`config.mk`:
```
export PLATFORM = sky130hd
export DESIGN_NAME = instruction_fetch_unit
export DESIGN_NICKNAME = d
export VERILOG_FILES = /design/src/rtl/instruction_fetch_unit.sv
export SDC_FILE = /design/constraint.sdc
export NUM_CORES = 1
export LEC_CHECK = 0
export ABC_AREA = 1
export BUFFER_PORTS_ARGS = -buffer_cell sky130_fd_sc_hd__buf_2
export CAP_MARGIN = 20
export CORE_UTILIZATION = 49
export CTS_CLUSTER_SIZE = 28
export DETAILED_ROUTE_END_ITERATION = 8
export MAX_ROUTING_LAYER = met4
export PLACE_DENSITY = 0.78
export SKIP_CTS_REPAIR_TIMING = 1
export SLEW_MARGIN = 20
export SYNTH_ARGS = -nofsm -noshare
export SYNTH_HDL_FRONTEND = slang
export SYNTH_SLANG_ARGS = --single-unit
```
`constraint.sdc`:
```
create_clock -name clk -period 1.5 [get_ports clk]
set_input_delay 0.15 -clock clk [delete_from_list [all_inputs] [get_ports clk]]
set_output_delay 0.15 -clock clk [all_outputs]
set_load 0.01 [all_outputs]
```
`src/rtl/instruction_fetch_unit.sv`:
```
// Instruction fetch unit: owns the PC, drives the instruction-memory read address
// and registers the returned word for decode, with stall and branch-redirect flush.
module instruction_fetch_unit #(
  parameter int              bus      = 32,
  parameter logic [bus-1:0]  RESET_PC = '0,
  parameter logic [bus-1:0]  NOP      = '0
) (
  input  logic           clk,
  input  logic           reset,
  input  logic           stall,
  input  logic           branch_taken,
  input  logic [bus-1:0] branch_target,
  output logic [bus-1:0] imem_addr,
  input  logic [bus-1:0] imem_data,
  output logic [bus-1:0] instr,
  output logic [bus-1:0] instr_pc,
  output logic           instr_valid,
  output logic           misaligned
);

  localparam logic [bus-1:0] PC_INIT = {RESET_PC[bus-1:2], 2'b00};
  localparam logic [bus-1:0] PC_STEP = bus'(4);

  logic [bus-1:0] pc_q, pc_d;
  logic [bus-1:0] instr_q, instr_d;
  logic [bus-1:0] instr_pc_q, instr_pc_d;
  logic           valid_q, valid_d;
  logic           mis_q, mis_d;

  // Branch beats stall; a redirect discards the word fetched from the old path.
  always_comb begin
    pc_d       = pc_q;
    instr_d    = instr_q;
    instr_pc_d = instr_pc_q;
    valid_d    = valid_q;
    mis_d      = 1'b0;
    if (branch_taken) begin
      pc_d    = {branch_target[bus-1:2], 2'b00};
      instr_d = NOP;
      valid_d = 1'b0;
      mis_d   = |branch_target[1:0];
    end else if (!stall) begin
      instr_d    = imem_data;
      instr_pc_d = pc_q;
      valid_d    = 1'b1;
      pc_d       = pc_q + PC_STEP;
    end
  end

  always_ff @(posedge clk or negedge reset) begin
    if (!reset) begin
      pc_q       <= PC_INIT;
      instr_q    <= NOP;
      instr_pc_q <= '0;
      valid_q    <= 1'b0;
      mis_q      <= 1'b0;
    end else begin
      pc_q       <= pc_d;
      instr_q    <= instr_d;
      instr_pc_q <= instr_pc_d;
      valid_q    <= valid_d;
      mis_q      <= mis_d;
    end
  end

  assign imem_addr   = pc_q;
  assign instr       = instr_q;
  assign instr_pc    = instr_pc_q;
  assign instr_valid = valid_q;
  assign misaligned  = mis_q;

endmodule

```
==> run summary <==
Critical-path cell list - ha_2 > inv_2 > nor2_4 > nand3b_1 > nor2_1 > nand2_1 > nand2_1 > nand3b_1
Worst setup SP type - register
Max Root-Sink Buffers - 2
Die W - 97.2 um
M1 WL - 5360 um
Peak supply drop - 0.000627 V
Clk slew on worst S/H paths - 0.10 ns
Clock root cell - clkbuf_8
Area share of the largest cell type after synthesis - 0.530
Synth-to-Final Area Change - 34.8%
Worst EP arrival - 1.74 ns
Antenna cells - 0
Crit-path slowest cell - dfrtp_1
First-pass iteration count of the detailed router - 6
Register area share after synthesis - 0.530
Final setup viols - 0
DR WL met3 - 849 um
Post-synth EDFFs - 0
Overflow after GRT - 0
Vias per Instance - 5.45
Hold Path Class - primary input to register
RD Place Congestion - 0.916
Register bit total from synthesis - 94
Non-filler cells, final - 821
Antenna violations before repair - 0
Final Routed Wirelength - 13,000 um
Clock Skew - 0.0128 ns
Worst setup path category - register to register
WP data required - 1.75 ns
Drt drc - 0
Layout cells sized above 1 - 0.351
Io pins - 166
Hpwl dp - 8970 um
First-pass GRT wire length - 19,900 um
Buf+Inv Stages, Crit Path - 1
# port buffers - 161
Final worst-path cycle share - 0.992
Fmax achieved - 672 MHz
Final Cell Area - 5980 sq um
Routed WL per cell - 15.8 um
Vias in the first global route - 4,120
Pwr dens - 1060 nW/um^2
Power Total - 6.35 mW
Starting Density - 0.507
Crit path max fanout - 4
Status - finished clean
Distinct cell type count after synthesis - 32
CTS Sinks - 94
Share of flip-flops with an asynchronous set or reset - 1.00
Family with the most delay on the worst path - simple AND/OR/NAND/NOR gates
Final antenna-violating net count - 0
Clk Latency, worst-skew pair - 0.36 ns
Slew Limit Fails - 0
Area of the mapped netlist - 4440 sq um
Nets - 777
Die Y - 97.2 um
Syn_area_per_cell - 8.60 sq um
Total CTS buffers - 9
Leakage - 3.11 nW
CTS tree - built
Endpoint kind of the worst setup timing path - register
Max_cap viols - 0
Syn Inst Count - 516
Syn. warnings - 0
Most used DFF post-synth - dfrtp_1
Pin count of the biggest net entering global routing - 58
GRT Total Usage - 0.273
Crit path time final - 1.49 ns
Met2 wire len - 6510 um
Max incr delay on CP - 0.42 ns
Area after DPL - 5490 sq um
Post-Place Cells - 786
DR iter-0 viols - 219
RSZ-0062 raised after global routing - true
Largest cells by area after synthesis - dfrtp_1 (53%), nand2_1 (9.9%), a22o_1 (7.1%), nor2_1 (5.8%), nand3_1 (4.7%)
CTS H-tree lvls - 3
Placeable Area - 8760 sq um
Via count - 4,478
Row Count - 34
Max layer used - met4
DIE AREA - 9440 sq um
Final Hold Fails - 0
Synth area leader - dfrtp_1
registers in the layout (all words and copies together), names as in the netlist:
signal	cells
instr	32
instr_valid	1
imem_addr	30
misaligned	1
instr_pc	30
final cells by class:
cell class              instances  area, sq um
clock buffers                  10          128
flip-flops and latches         94         2360
inverters                      47          176
multi-input cells             353         1890
well taps                     108          135
clock inverters                 6          116
fillers                       736         2780
repair buffers                203         1180
cells by family after synthesis:
family / Yosys count / synth area share
simple gates: 263 / 0.263
flops: 94 / 0.530
compound gates: 83 / 0.132
buf+inv: 73 / 0.0688
xor+xnor: 1 / 0.00197
fa+ha+maj: 1 / 0.00282
other cells: 1 / 0.000845
cell usage in the layout (no fill, tap or decap), drive strengths merged:
cell type    Yosys  routed
inv             47      49
a21oi            3       3
o31ai            1       1
a22o            36      36
nand4           13      13
conb             1       4
dlygate4sd3      0       6
nand2          120     120
nand3b           6       6
o21ai           30      30
nor3             2       2
bufinv           0       3
ha               1       1
clkbuf           9      10
a31oi            1       1
buf             17     197
nand3           44      44
clkinv           0       1
o311ai           1       1
xnor2            1       1
and2             1       1
o211ai           8       8
o21a             1       1
nor2            77      78
o2111ai          2       2
dfrtp           94      94
tightest hold or removal path, stage by stage:
cell	delay [ns]
buf_2	0.07
nand2_1	0.04
nand3_1	0.07
Yosys cell counts, types with 2 or more instances:
cell	count
o21ai_1	2
nand3_1	42
o2111ai_1	2
a22o_1	36
nand4_1	13
buf_4	4
nand3b_1	6
buf_2	13
a21oi_1	3
nor2_4	2
nor2_2	5
inv_1	44
clkbuf_1	9
nor2_1	69
nand2_2	2
dfrtp_1	94
nand3_2	2
inv_2	3
o211ai_1	8
nand2_1	117
o21ai_0	28
nor3_1	2
layer usage:
layer	track usage	vias up
li1	-	2095
met1	0.342	2174
met2	0.452	189
met3	0.0504	20
met4	0.0815	0
met5	-	-
per-stage QoR:
step | worst slack [ns] | setup TNS [ns] | hold slack, ns | util
2_1_floorplan | 0.0322 | 0 | -0.146 | -
3_3_place_gp | 0.0943 | 0 | 0.150 | 0.626
3_5_place_dp | -0.0431 | -0.113 | 0.150 | 0.626
4_1_cts | -0.0560 | -0.212 | -0.245 | 0.654
5_1_grt | -0.105 | -0.488 | 0.00296 | 0.683
6_report | 0.0116 | 0 | 0.00710 | 0.683
report_power, final:
| group | switching (mW) | total [mW] | leakage (nW) | internal [mW] |
|---|---|---|---|---|
| clock | 0.947 | 2.07 | 0.121 | 1.12 |
| sequential | 0.223 | 3.01 | 1.17 | 2.79 |
| combinational | 0.721 | 1.27 | 1.82 | 0.548 |
final timing paths:
check	startpoint	to	slack [ns]	cells past startpoint
worst max-delay path	imem_addr[2]$_DFFE_PN0N_	imem_addr[20]$_DFFE_PN0N_	0.01	8
worst min-delay path	branch_target[3]	imem_addr[3]$_DFFE_PN0N_	0.007	3
worst max register to register	imem_addr[2]$_DFFE_PN0N_	imem_addr[20]$_DFFE_PN0N_	0.01	8
worst min register to register	instr_pc[5]$_DFFE_PN0P_	instr_pc[5]$_DFFE_PN0P_	0.48	2
max in group asynchronous	reset	imem_addr[18]$_DFFE_PN0N_	0.90	3
min in group asynchronous	reset	instr_pc[23]$_DFFE_PN0P_	0.29	3
(Power assumes the default switching activity.)
